[config.mk]
export PLATFORM = sky130hd
export DESIGN_NAME = pipeline_hazard_controller
export DESIGN_NICKNAME = d
export VERILOG_FILES = /design/src/rtl/pipeline_hazard_controller_pkg.sv /design/src/rtl/pipeline_hazard_controller_load_use_detector.sv /design/src/rtl/pipeline_hazard_controller.sv
export SDC_FILE = /design/constraint.sdc
export NUM_CORES = 1
export LEC_CHECK = 0
export ABC_AREA = 1
export CAP_MARGIN = 25
export CORE_MARGIN = 5
export CORE_UTILIZATION = 60
export CTS_BUF_LIST = sky130_fd_sc_hd__clkbuf_4
export CTS_CLUSTER_DIAMETER = 150
export DETAILED_ROUTE_END_ITERATION = 8
export HOLD_SLACK_MARGIN = 0.1
export PLACE_DENSITY = 0.95
export SYNTH_ARGS = -nofsm -noshare
export SYNTH_HDL_FRONTEND = slang
export SYNTH_HIERARCHICAL = 1
export SYNTH_SLANG_ARGS = --single-unit
[constraint.sdc]
create_clock -name clk -period 5.7 [get_ports clk]
set_clock_uncertainty 0.15 [all_clocks]
set_input_delay 1.14 -clock clk [delete_from_list [all_inputs] [get_ports clk]]
set_output_delay 1.14 -clock clk [all_outputs]
set_load 0.01 [all_outputs]
[src/rtl/pipeline_hazard_controller_pkg.sv]
// Shared control types for the pipeline hazard controller and the stages it drives.
//   ControllerState : sequencer state (2-bit) RUN / MEM_WAIT / REDIRECT
//   StageCtrl       : per-stage {stall, flush} pair consumed by each stage's control interface
//   RegAddr         : architectural register address
package pipeline_hazard_controller_pkg;

    localparam int REG_ADDR_W = 5;

    typedef logic [REG_ADDR_W-1:0] RegAddr;

    typedef enum logic [1:0] {
        RUN      = 2'd0,
        MEM_WAIT = 2'd1,
        REDIRECT = 2'd2
    } ControllerState;

    typedef struct packed {
        logic stall;
        logic flush;
    } StageCtrl;

endpackage

[src/rtl/pipeline_hazard_controller_load_use_detector.sv]
// Combinational load-use compare: flags when the instruction in decode reads the
// register that a load in execute is about to write. Register 0 never creates a hazard.
//   decRs1Addr/decRs2Addr : decode source registers
//   decUsesRs1/decUsesRs2 : decode actually reads that source
//   exeRdAddr/exeIsLoad   : destination and load flag of the execute instruction
//   hazard                : load-use hazard present this cycle
module pipeline_hazard_controller_load_use_detector
    import pipeline_hazard_controller_pkg::*;
(
    input  RegAddr decRs1Addr,
    input  RegAddr decRs2Addr,
    input  logic   decUsesRs1,
    input  logic   decUsesRs2,
    input  RegAddr exeRdAddr,
    input  logic   exeIsLoad,
    output logic   hazard
);

    logic rs1_hit;
    logic rs2_hit;

    assign rs1_hit = decUsesRs1 && (decRs1Addr == exeRdAddr);
    assign rs2_hit = decUsesRs2 && (decRs2Addr == exeRdAddr);
    assign hazard  = exeIsLoad && (exeRdAddr != '0) && (rs1_hit || rs2_hit);

endmodule

[src/rtl/pipeline_hazard_controller.sv]
// Central stall/flush sequencer for the 5-stage pipeline.
// Handles data-memory waits, branch-mispredict redirects and load-use hazards.
// Ports:
//   clk, rst (async, active-low)
//   decRs1Addr/decRs2Addr/decUsesRs1/decUsesRs2 : decode operand info
//   exeRdAddr/exeIsLoad/exeMispredict            : execute instruction info
//   memReq/memReady                              : data-memory handshake
//   fetch/decode/execute/memoryStall             : hold the stage
//   fetchVirtualStall                            : decode loads a bubble while fetch refills
//   decodeFlush/executeFlush/wbFlush             : zero the stage pipeReg
//   memTimeout                                   : sticky memory-wait timeout flag
//   stallCycles                                  : saturating count of fetchStall cycles
//   state                                        : current sequencer state (debug)
// Memory handshake: memReq is held by the memory stage for as long as it holds a
// load/store; the access completes in the cycle memReady is 1 together with memReq.
// Any cycle with memReq=1 and memReady=0 is a wait cycle that freezes the pipeline.
module pipeline_hazard_controller
    import pipeline_hazard_controller_pkg::*;
#(
    parameter int REDIRECT_CYCLES = 1,
    parameter int MEM_TIMEOUT     = 255
)
(
    input  logic           clk,
    input  logic           rst,
    input  RegAddr         decRs1Addr,
    input  RegAddr         decRs2Addr,
    input  logic           decUsesRs1,
    input  logic           decUsesRs2,
    input  RegAddr         exeRdAddr,
    input  logic           exeIsLoad,
    input  logic           exeMispredict,
    input  logic           memReq,
    input  logic           memReady,
    output logic           fetchStall,
    output logic           decodeStall,
    output logic           executeStall,
    output logic           memoryStall,
    output logic           fetchVirtualStall,
    output logic           decodeFlush,
    output logic           executeFlush,
    output logic           wbFlush,
    output logic           memTimeout,
    output logic [31:0]    stallCycles,
    output ControllerState state
);

    localparam logic [2:0]  REDIR_LOAD    = 3'(REDIRECT_CYCLES);
    localparam logic [15:0] TIMEOUT_LIMIT = 16'(MEM_TIMEOUT);

    ControllerState state_q, state_d;
    logic [2:0]     redir_q, redir_d;
    logic [15:0]    tmo_q, tmo_d;
    logic           timeout_q, timeout_d;
    logic [31:0]    stall_cnt_q;

    logic load_use;
    logic mem_wait;

    logic f_stall, d_stall, e_stall, m_stall, fv_stall;
    logic d_flush, e_flush, w_flush;

    pipeline_hazard_controller_load_use_detector u_load_use_detector (
        .decRs1Addr (decRs1Addr),
        .decRs2Addr (decRs2Addr),
        .decUsesRs1 (decUsesRs1),
        .decUsesRs2 (decUsesRs2),
        .exeRdAddr  (exeRdAddr),
        .exeIsLoad  (exeIsLoad),
        .hazard     (load_use)
    );

    assign mem_wait = memReq && !memReady;

    always_comb begin
        state_d   = state_q;
        redir_d   = redir_q;
        tmo_d     = tmo_q;
        timeout_d = timeout_q;
        f_stall   = 1'b0;
        d_stall   = 1'b0;
        e_stall   = 1'b0;
        m_stall   = 1'b0;
        fv_stall  = 1'b0;
        d_flush   = 1'b0;
        e_flush   = 1'b0;
        w_flush   = 1'b0;

        unique case (state_q)
            RUN: begin
                if (mem_wait) begin
                    {f_stall, d_stall, e_stall, m_stall} = 4'b1111;
                    w_flush = 1'b1;
                    state_d = MEM_WAIT;
                    tmo_d   = '0;
                end else if (exeMispredict) begin
                    d_flush = 1'b1;
                    e_flush = 1'b1;
                    if (REDIRECT_CYCLES > 0) begin
                        state_d = REDIRECT;
                        redir_d = REDIR_LOAD;
                    end
                end else if (load_use) begin
                    // One bubble is enough: the load moves to memory next cycle.
                    f_stall = 1'b1;
                    d_stall = 1'b1;
                    e_flush = 1'b1;
                end
            end

            MEM_WAIT: begin
                // Execute is frozen, so a pending mispredict simply waits for RUN.
                if (tmo_q != 16'hFFFF) begin
                    tmo_d = tmo_q + 16'd1;
                end
                if (tmo_d >= TIMEOUT_LIMIT) begin
                    timeout_d = 1'b1;
                end
                if (memReady) begin
                    state_d = RUN;
                end else begin
                    {f_stall, d_stall, e_stall, m_stall} = 4'b1111;
                    w_flush = 1'b1;
                end
            end

            REDIRECT: begin
                if (mem_wait) begin
                    {f_stall, d_stall, e_stall, m_stall} = 4'b1111;
                    w_flush = 1'b1;
                    state_d = MEM_WAIT;
                    tmo_d   = '0;
                    redir_d = '0;
                end else begin
                    fv_stall = 1'b1;
                    if (exeMispredict) begin
                        // Decode already holds a bubble; only execute needs clearing.
                        e_flush = 1'b1;
                        redir_d = REDIR_LOAD;
                    end else if (redir_q <= 3'd1) begin
                        state_d = RUN;
                        redir_d = '0;
                    end else begin
                        redir_d = redir_q - 3'd1;
                    end
                end
            end

            default: begin
                state_d = RUN;
                redir_d = '0;
            end
        endcase
    end

    always_ff @(posedge clk or negedge rst) begin
        if (!rst) begin
            state_q     <= RUN;
            redir_q     <= '0;
            tmo_q       <= '0;
            timeout_q   <= 1'b0;
            stall_cnt_q <= '0;
        end else begin
            state_q   <= state_d;
            redir_q   <= redir_d;
            tmo_q     <= tmo_d;
            timeout_q <= timeout_d;
            if (f_stall && (stall_cnt_q != 32'hFFFF_FFFF)) begin
                stall_cnt_q <= stall_cnt_q + 32'd1;
            end
        end
    end

    // While reset is held the stages clear themselves, so every control is quiet.
    assign fetchStall        = rst && f_stall;
    assign decodeStall       = rst && d_stall;
    assign executeStall      = rst && e_stall;
    assign memoryStall       = rst && m_stall;
    assign fetchVirtualStall = rst && fv_stall;
    assign decodeFlush       = rst && d_flush;
    assign executeFlush      = rst && e_flush;
    assign wbFlush           = rst && w_flush;

    assign memTimeout  = timeout_q;
    assign stallCycles = stall_cnt_q;
    assign state       = state_q;

endmodule

==> results of run 1 <==
==> power by group through the flow <==
stage,clock network [W],logic [W],registers [W]
after floorplan,0,0.000207,0.000522
after global placement,0,0.000358,0.000517
after detailed placement,0,0.000374,0.000521
after CTS,0.000174,0.000375,0.000514
after global routing,0.000190,0.000417,0.000525
final,0.000173,0.000375,0.000517
==> worst max path at each step <==
stage                       start     endpoint  slack [ps]  cells past startpoint
floorplan            exeRdAddr[3]   fetchStall        2300                     11
global placement     exeRdAddr[4]   fetchStall        1340                     12
detailed placement   exeRdAddr[0]  decodeStall        1310                     12
CTS                  exeRdAddr[0]  decodeStall        1300                     12
global route         exeRdAddr[3]  decodeStall        1120                     12
finish              decRs1Addr[1]  decodeStall        1290                     12
==> cells by family after synthesis <==
group / Yosys count
buffers and inverters: 94
xor gates and xnor gates: 24
and+or+nand+nor: 333
DFF: 54
AOI/OAI and AO/OA: 57
adders and majority gates: 4
==> final cells by class <==
class / instances / area (um2) / share of cell area
clock buffers: 5 / 37.54 / 0.008283
inverters: 82 / 307.8 / 0.06792
multi-input cells: 418 / 2069 / 0.4567
clock inverters: 3 / 16.27 / 0.003589
repair buffers: 66 / 653.1 / 0.1441
flip-flops and latches: 54 / 1351 / 0.2982
well taps: 77 / 96.34 / 0.02126
==> state kept, by name (all words and copies together) (netlist names) <==
name,count
tmo_q,16
memTimeout,1
stallCycles,32
state,2
redir_q,3
==> metal layers <==
metal | up-vias | routed length [um]
li1 | 1916 | -
met1 | 1770 | 4205
met2 | 166 | 4874
met3 | 22 | 562
met4 | 0 | 191
met5 | - | 0
==> cells in the final DEF, fill, tap and decap left out, types with 9 or more instances in the layout <==
cell and count:
nand2_1 186, nor2_1 61, inv_1 79, a21oi_1 9, nand4_1 15, o21ai_0 27, xor2_1 17, nand3_1 28
clkdlybuf4s50_1 64, dfrtp_1 54, nor3_1 13, o22ai_1 9
==> critical path, delay by kind of cell <==
kind / cells / cell delay, ps
AO/OA/AOI/OAI: 1 / 190
buffers and inverters: 4 / 1160
AND/OR/NAND/NOR: 7 / 630
==> per-stage QoR <==
stage          utilization   power, W  setup WS [ps]
6_report            0.7219   0.001065           1295
5_1_grt             0.7219   0.001132           1124
4_1_cts             0.7219   0.001064           1299
3_5_place_dp        0.7134  0.0008947           1310
3_3_place_gp        0.7134  0.0008741           1341
2_1_floorplan            -  0.0007288           2297
==> flow_results.org, run 1 <==
** Outcome
- Run status :: finished clean

** CTS
- Register clock-pin slew on the reported worst setup and hold paths :: 160 ps
- In this run, CTS created clock tree buffers numbering 5.
- Hold repair after CTS inserted 0 buffers.
- The clock net in this run drives a total of 54 sinks.
- In this run, post-CTS repair resized a total of 0 instances.
- H-Tree Level Count :: 2
- Buffer levels on the longest clock path :: 2
- Number of setup buffers added after CTS :: 0
- CTS tree :: done
- The root buffer cell chosen for the clock tree is clkbuf_4.
- For the worst-skew pair, the clock arrives at the later sink with an insertion delay of 390 ps.

** Placed design
- Number of cells in the design after placement :: 697
- Detailed placement finished with a half-perimeter wire length of 7.572 mm.
- Area post-placement :: 4478 um2
- Number of I/O port buffers :: 65
- At the end of routability-driven placement, the weighted congestion stood at 0.9328.

** Timing
- The count of pins over their slew limit came to 0.
- For the pin with the worst max-slew slack, the measured transition is 769.8 ps.
- The number of endpoints with negative hold slack in the final report was 0.
- Rel. slew slack :: 0.4849
- Of the available clock period, the critical path in the final layout requires 0.7729.
- Clock period minus worst slack :: 4405 ps
- Setup violations remaining at the end of the flow were counted as 0.
- Setup total negative slack on the finished layout was measured at 0 ps.
- RSZ-0062 raised after global routing :: no
- The tightest hold path in the finished design has a slack of 342.1 ps.
- Max Clock Freq :: 0.2270 GHz

** Synthesis
- When the netlist entered floorplanning its net count stood at 593.
- Portion of the post-synthesis area used by sequential elements :: 0.3539
- Cell count after synthesis :: 566
- Of the total synthesized cell area, the portion taken by full adders, half adders and majority gates is 0.01311.
- Number of synthesized flops with an enable pin :: 0
- Number of warnings printed during yosys synthesis :: 6
- Total standard cell area after synthesis :: 3819 um2
- Post-synth ARST share :: 1.000
- Proportion of synthesized area in mux cells :: 0
- Main combinational cell family by area after synthesis :: simple AND/OR/NAND/NOR gates
- In the post-synthesis netlist, the cell with the most instances is nand2_1.
- The share of the synthesized area in compound gates (AO/OA/AOI/OAI) is 0.08486.
- Area contributors post-synth :: dfrtp_1 (35%), nand2_1 (18%), inv_1 (7.8%)
- The biggest area contributor in the post-synthesis netlist is dfrtp_1.
- Of the total synthesized cell area, the portion taken by XOR and XNOR cells is 0.05505.
- The synthesized netlist contains 40 unique library cells.
- Flops & latches, synth :: 54
- Dividing the synthesized area by the synthesized cell count gives 6.747 um2.
- Area fraction of the dominant cell type after synthesis :: 0.3539
- Most common flop cell mapped by yosys :: dfrtp_1
- Most used standard cells in the synthesized netlist :: nand2_1 (186), inv_1 (79), nor2_1 (61)
- Share of synthesized cell area in and, or, nand and nor gates :: 0.3889

** Pwr
- Max rail drop VDD :: 153.0 uV
- Clock network fraction of design power :: 0.162
- P_sw :: 0.0004128 W
- Lkg Pwr :: 2.116 nW
- Power density relative to cell area :: 235.0 nW/um2
- The internal power of the cells totals 0.0006520 W.
- The share of total power dissipated in combinational logic is 0.352.
- Switching power as a share of total power :: 0.3877
- The share of total power dissipated in sequential elements is 0.485.

** Global routing
- The number of global-route vias before repair is 3685.
- Number of antenna violations at the first check in global routing :: 0
- Overall global routing resource usage :: 0.2449
- For met2 alone, demand over resource in global routing was 0.4110.
- Maximum number of pins on one net before global-route repair :: 39
- GR Util met3 :: 0.03255
- The first global-routing pass estimated 16.93 mm of wire.
- Met1 Use GR :: 0.3237
- Leftover overflow at the end of global routing :: 0
- GR peak layer :: met2

** Floorplan
- The die covers 8060 um2.
- Number of top-level pins :: 66
- Die H :: 89.78 um
- For this configuration, the core starts out at a cell density of 0.6083.
- Area of the core region :: 6277 um2
- Row count :: 29
- Measured along the x axis, the die boundary spans 89.78 um.

** Hold path
- Start point of the worst min-delay path :: memTimeout
- Destination of the worst hold path :: memTimeout
- Classification of the worst-slack hold path :: reg -> reg
- The worst hold path passes through 2 cells.

** Setup path
- Launch instance of the worst register-to-register path :: state[0]
- Capturing element type of the critical path :: output port
- Kind of start point of the critical path :: input port
- Worst Path Max Fanout :: 4
- Slack of the worst reg-to-reg path :: 2810 ps
- In this run the critical register-to-register path is captured at stallCycles[5].
- Traced cell by cell, the critical path runs through clkdlybuf4s50_1, inv_1, nand2_1, nand2_1, nor2_1, nand3_1, a21oi_1, nand3_1, nand2_2, nand2_1, inv_1, clkdlybuf4s50_1.
- Cell with the biggest individual delay on the critical path :: clkdlybuf4s50_1
- Library cell appearing most often on the critical path :: nand2_1
- For the worst flop-to-flop path, the logic depth is 10.
- Data on the critical path is required at its endpoint by 4410 ps.
- The critical path in this run is classified as in -> out.
- Largest stage delay on the critical path :: 540 ps
- Data arrival time of the critical path :: 3120 ps

** Drt
- Vias per cell :: 5.495
- In the routed design, unresolved DRC markers number 0.
- Antenna viol nets, final :: 0
- Dividing the detail-routed wire length by the instance count gives 13.95 um.
- Routed Wire Length :: 9.833 mm
- 1st-iter DRT viols :: 327
- Number of vias after detailed routing :: 3874
- Detailed-router iteration count before antenna repair :: 5

** Cells and area
- After filler insertion, the fill cell instance count of the layout stands at 487.
- In the final layout, the share of cells above drive strength 1 is 0.06051.
- In the final design database the tool counted 654 nets.
- The repair_antennas step left the layout with diodes totalling 0.
- Finished layout cell area :: 4532 um2
- Excluding fillers, the count of instances in the completed layout stands at 705.
- Synthesis-to-layout area growth :: 18.68%

** Flow run
- The tool flagged a number of max-cap violations equal to 0.
Power figures use the tool's default switching activity.
==> inputs of run 2 (changes only) <==
CORE_UTILIZATION = 55   (was 60)
PLACE_DENSITY = 0.92   (was 0.95)
clock period = 4.1 ns   (was 5.7 ns; I/O delays follow)
==> flow_results.org, run 2 (synthesized netlist as in run 1, its figures left out) <==
** Setup path
- Capturing element type of the critical path :: output port
- Of all nets on the critical path, the largest fanout is 4.
- Largest stage delay on the critical path :: 530 ps
- At the worst endpoint, the arrival time is 2830 ps.
- The worst setup path is of the in -> out kind.
- Library cell appearing most often on the critical path :: nand2_1
- Cell breakdown of the critical path :: clkdlybuf4s50_1, inv_1, nand2_1, nand2_1, nor2_1, nand3_1, a21oi_1, nand3_1, nand2_2, nand2_1, inv_1, clkdlybuf4s50_1
- Kind of start point of the critical path :: input port
- For this design, the slowest cell found on the critical path is clkdlybuf4s50_1.
- STA puts the critical path data required time at 3130 ps.

** Drt
- The routed design uses 5.078 mm of met2 wire.
- The first detailed-routing pass took 6 iterations.
- 1st-iter DRT viols :: 334
- Detailed routing placed a total of 590 um of wire on met3.
- Detailed routing inserted a total of 3909 vias.
- Final routed wire length divided by cell count :: 13.85 um
- Routed Wire Length :: 10.03 mm
- The highest metal layer carrying signal wires in the routed design is met4.
- For this run, design rule violations remaining after detail routing come to 0.
- The detailed router put a total of 4.135 mm of wire on met1.
- Antenna viol nets, final :: 0
- Vias per cell :: 5.399

** Pwr
- Summed over all cells, the static leakage comes to 2.117 nW.
- Power spread over the standard cell area amounts to 322.8 nW/um2.
- Internal :: 0.0009035 W
- Clock network fraction of design power :: 0.153
- The share of total power dissipated in combinational logic is 0.360.
- The share of total power dissipated in sequential elements is 0.487.
- Of the total power, the share spent switching nets is 0.3853.
- For this design the total switching power over the nets is 0.0005662 W.
- Max rail drop VDD :: 211.0 uV

** Timing
- Adding up every negative setup slack in the final design gives 0 ps.
- Hold timing on the final database bottoms out at a slack of 345.6 ps.
- RSZ-0062 raised after global routing :: no
- Rel. slew slack :: 0.4854
- Max Clock Freq :: 0.2633 GHz
- Setup violations remaining at the end of the flow were counted as 0.
- Share of the cycle needed by the critical path after routing :: 0.9264
- The count of pins over their slew limit is 0.
- After layout, the worst setup slack is 301.6 ps.
- The number of endpoints with negative hold slack in the final report was 0.
- Clock period minus worst slack :: 3798 ps
- Least-Margin Pin Slew :: 769.1 ps

** CTS
- The clock net in this run drives a total of 54 sinks.
- The longest clock path from root to sink contains 2 buffers.
- Root Buffer :: clkbuf_4
- CTS tree :: done
- Post-CTS timing repair inserted 0 buffers for setup.
- Clock-pin slew was measured on the worst setup and hold paths at 150 ps.
- For the worst-skew pair, the clock arrives at the later sink with an insertion delay of 380 ps.
- Total of cells resized after clock tree synthesis :: 0
- The number of clock buffers added by TritonCTS is 5.
- CTS built an H-tree with a depth of 2.
- Hold buffer count at cts :: 0

** Cells and area
- Finished layout cell area :: 4553 um2
- Fraction of layout instances using a drive strength above 1 :: 0.05901
- Final non-filler cell total :: 724
- In the layout the commonest cells are nand2_1 (186), inv_1 (79), clkdlybuf4s50_1 (64), nor2_1 (61), dfrtp_1 (54).
- After filler insertion, the fill cell instance count of the layout stands at 561.
- Most common cell after layout, fill and taps aside :: nand2_1
- In the final design database the tool counted 655 nets.
- Total area of multi-input combinational cells :: 2069 um2
- Area used by sequential logic in the layout :: 1351 um2
- Synthesis-to-layout area growth :: 19.23%
- Flip-flop count of the largest register, all copies and words added :: 32

** Placed design
- Number of cells in the design after placement :: 717
- The count of buffers added on input and output ports is 65.
- Area post-placement :: 4509 um2
- Routability-driven placement finished with a final weighted congestion of 0.9194.
- Prior to clock tree synthesis, the placed netlist has a worst setup slack of 307.9 ps.
- HPWL after detailed placement :: 7.685 mm

** Global routing
- Number of antenna violations at the first check in global routing :: 0
- The number of global-route vias before repair is 3656.
- The first global-routing pass estimated 16.51 mm of wire.
- Entering global routing, the biggest net connects 55 pins.
- Overall global routing resource usage :: 0.2340
- The total overflow left after global routing is 0.

** Floorplan
- The die covers 8710 um2.
- Die X-Extent :: 93.33 um
- From bottom edge to top edge, the die measures 93.33 um.
- 66 I/O pins were placed.
- Area of the core region :: 6794 um2
- Initial Util :: 0.5621
- Row count :: 30

** Outcome
- Run status :: finished clean

** Hold path
- Classification of the worst-slack hold path :: reg -> reg

** Flow run
- The tool flagged a number of max-cap violations equal to 0.
-- run 2: changes by cell type in the layout (fill, tap and decap cells not counted) --
cell and change:
clkinv_2 -1, clkinvlp_4 -1, diode_2 +1, buf_4 +1
-- run 2: area by class of cell --
class                      count  share of cell area
clock inverter                 1           0.0008244
tap                           96             0.02638
clock buffer                   5            0.008244
multi-input combinational    418              0.4545
inverter                      82             0.06760
sequential                    54              0.2968
timing repair buffer          67              0.1451
antenna                        1           0.0005496
-- run 2: power by group through the flow --
stage	clock, W	combinational, W	sequential (W)
finish	0.000225	0.000529	0.000716
global route	0.000243	0.000582	0.000727
CTS	0.000225	0.000527	0.000711
detailed placement	0	0.000524	0.000721
global placement	0	0.000502	0.000716
floorplan	0	0.000288	0.000725
-- run 2: worst max-delay path, delay by kind of cell --
kind / cells / cell delay (ps)
buffers and inverters: 4 / 1210
and+or+nand+nor: 7 / 610
AOI/OAI and AO/OA: 1 / 180
-- run 2: metrics by stage --
stage | util | power, W
floorplan | - | 0.001013
global placement | 0.6637 | 0.001218
detailed placement | 0.6637 | 0.001244
CTS | 0.6698 | 0.001463
global route | 0.6698 | 0.001552
finish | 0.6702 | 0.001470
-- run 2: per-layer routing --
layer  vias to the layer above  global-route usage
met1                      1807              0.2954
met2                       150              0.4080
met3                        36             0.03379
met5                         -                   0
li1                       1916                   -
met4                         0             0.07937
-- run 2: final timing paths --
| kind | cells after the start | from | slack (ps) | to |
|---|---|---|---|---|
| setup / recovery | 12 | exeRdAddr[1] | 300 | fetchStall |
| hold / removal | 2 | memTimeout | 350 | memTimeout |
| setup reg to reg | 11 | stallCycles[0] | 1430 | stallCycles[27] |
| hold reg to reg | 2 | memTimeout | 350 | memTimeout |
| max in group asynchronous | 2 | rst | 2850 | stallCycles[24] |
| min in group asynchronous | 2 | rst | 500 | state[0] |
==> inputs of run 3 (changes only) <==
CORE_UTILIZATION = 24   (was 55)
PLACE_DENSITY = 0.52   (was 0.92)
==> flow_results.org, run 3 (synthesized netlist as in run 1, its figures left out) <==
** Cells and area
- The library cells used most frequently in the layout, excluding fill and tap cells, are nand2_1 (186), inv_1 (79), clkdlybuf4s50_1 (64), nor2_1 (61), dfrtp_1 (54).
- The repair_antennas step left the layout with diodes totalling 0.
- Of the cells placed in the final design, the portion with a size suffix greater than 1 is 0.06508.
- With fillers left out, the area of the finished cells amounts to 4786 um2.
- Final non-filler cell total :: 846
- In the final design database the tool counted 656 nets.
- Leaving out fill and tap cells, the most frequent cell in the layout is nand2_1.
- The register with the most flip-flops in the layout has 32 of them.
- Synthesis-to-layout area growth :: 25.33%

** Global routing
- The number of antenna violations at the first check in global routing was 0.
- Maximum number of pins on one net before global-route repair :: 55
- The number of global-route vias before repair was 3542.
- GR Util met3 :: 0.01628
- For this run, the total global-route usage over all layers was measured as 0.1202.
- The total overflow left after global routing is 0.
- First-pass GRT wire length :: 17.79 mm
- Met2 layer usage reported by global route :: 0.1998
- Met1 Use GR :: 0.1601
- After global routing, the most crowded layer is met2.

** Floorplan
- Die H :: 136.1 um
- Area of the core region :: 15770 um2
- The die is 136.1 um wide.
- Floorplan die area :: 18530 um2
- Row count :: 46
- For this configuration, the core starts out at a cell density of 0.2421.
- 66 I/O pins were placed.

** Timing
- Setup violations remaining at the end of the flow were counted as 0.
- Based on the critical path, the design can be clocked at up to 0.2611 GHz.
- Final-layout setup total negative slack :: 0 ps
- Least setup slack across all paths after layout :: 270.0 ps
- Dividing the final minimum period by the clock period gives 0.9341.
- Least-Margin Pin Slew :: 705.3 ps
- The count of pins over their slew limit is 0.
- Clock period minus worst slack :: 3830 ps
- The number of endpoints with negative hold slack in the final report was 0.
- Rel. slew slack :: 0.5298
- Setup repair after global routing left no endpoint under its margin.

** Placed design
- Number of cells in the design after placement :: 838
- HPWL after detailed placement :: 8.437 mm
- Number of I/O port buffers :: 65
- OpenSTA, run right after detailed placement, puts the worst setup slack at 266.4 ps.
- Area post-placement :: 4679 um2
- The congestion estimate from routability-driven global placement came to 0.8409.

** CTS
- Register clock-pin slew on the reported worst setup and hold paths :: 160 ps
- Buffer levels on the longest clock path :: 2
- The H-tree generated during clock tree synthesis spans 2 levels.
- Buffers inserted to repair hold after CTS numbered 0.
- The tree is rooted in a clkbuf_4.
- Number of setup buffers added after CTS :: 0
- Total of cells resized after clock tree synthesis :: 0
- CTS sink count :: 54
- TritonCTS built the clock tree.
- Clock latency on the worst-skew pair :: 420 ps
- Counting the buffers created by CTS gives 5.

** Pwr
- Of the total power, the share spent switching nets is 0.3600.
- For this design the ratio of total power to cell area is 339.5 nW/um2.
- Summed over all nets, the switching power comes to 0.0005849 W.
- The internal power of the cells totals 0.001040 W.
- Clock network fraction of design power :: 0.238
- Max rail drop VDD :: 163.0 uV
- Final Total Pwr :: 0.001625 W
- Of the total power, combinational logic draws 0.322.
- Lkg Pwr :: 2.157 nW
- The share of total power dissipated in sequential elements is 0.440.

** Outcome
- The run finished with clean final reports.

** Setup path
- The worst setup path is captured at an output port.
- Kind of critical path :: in -> out
- Data arrival time of the critical path :: 2860 ps
- In this run the worst path has a maximum fanout of 4.
- Required time of the critical path :: 3130 ps
- Kind of start point of the critical path :: input port
- The setup check on the worst reg-to-reg path leaves a slack of 1560 ps.

** Drt
- The routed design has 10.78 mm of wire.
- Detailed-router iteration count before antenna repair :: 4
- After detailed routing, the number of remaining DRC violations is 0.
- Across all layers, the routed design uses 3621 vias.
- Using the TritonRoute via totals, the vias-per-cell ratio works out to 4.280.
- Antenna viol nets, final :: 0
- After detailed routing, the average wire length per cell comes to 12.75 um.
- In this run, the number of DRC markers left after iteration 0 of detailed routing was 190.

** Hold path
- The tightest min-delay check is of the reg -> reg type.

** Flow run
- Count of max-cap constraint violations :: 0
run 3: changes by cell type in the layout (fill, tap and decap cells not counted), sizes merged:
cell,delta
bufinv,+2
diode,-1
buf,+1
run 3: metrics by stage:
| stage | util | hold WS [ps] |
|---|---|---|
| after global placement | 0.2967 | 297.1 |
| after CTS | 0.3035 | 338.3 |
| after floorplan | - | 303.0 |
| after detailed placement | 0.2967 | 299.0 |
| final | 0.3035 | 329.0 |
| after global routing | 0.3035 | 370.1 |
run 3: power groups by stage:
stage / Sequential [W] / Combinational, W / Clock, W
3_3_place_gp: 0.000725 / 0.000530 / 0
4_1_cts: 0.000714 / 0.000533 / 0.000410
5_1_grt: 0.000729 / 0.000590 / 0.000422
6_report: 0.000714 / 0.000523 / 0.000387
3_5_place_dp: 0.000724 / 0.000531 / 0
2_1_floorplan: 0.000725 / 0.000288 / 0
run 3: final timing paths:
| path | start | endpoint | cells past startpoint |
|---|---|---|---|
| hold reg to reg | memTimeout | memTimeout | 2 |
| min in group asynchronous | rst | stallCycles[20] | 2 |
| setup reg to reg | stallCycles[0] | stallCycles[25] | 12 |
| max in group asynchronous | rst | tmo_q[11] | 2 |
| hold / removal | memTimeout | memTimeout | 2 |
| setup / recovery | exeRdAddr[1] | fetchStall | 12 |
run 3: critical path: stages:
cell	delay (ps)
clkdlybuf4s50_1	500
inv_1	80
nand2_1	60
nand2_1	40
nor2_1	100
nand3_1	80
a21oi_1	230
nand3_1	130
nand2_2	140
nand2_1	70
inv_1	70
clkdlybuf4s50_1	530
run 3: routing by layer:
metal	routed length (um)	vias to the layer above
met1	5078	1615
li1	-	1928
met2	5065	65
met4	224	0
met3	416	13
met5	0	-
run 3: final cells by class:
class                           count  area [um2]
Fill cell                        1754       10980
Multi-Input combinational cell    418        2069
Sequential cell                    54        1351
Timing Repair Buffer               68       680.7
Inverter                           82       307.8
Tap cell                          216       270.3
Clock inverter                      3       68.82
Clock buffer                        5       37.54
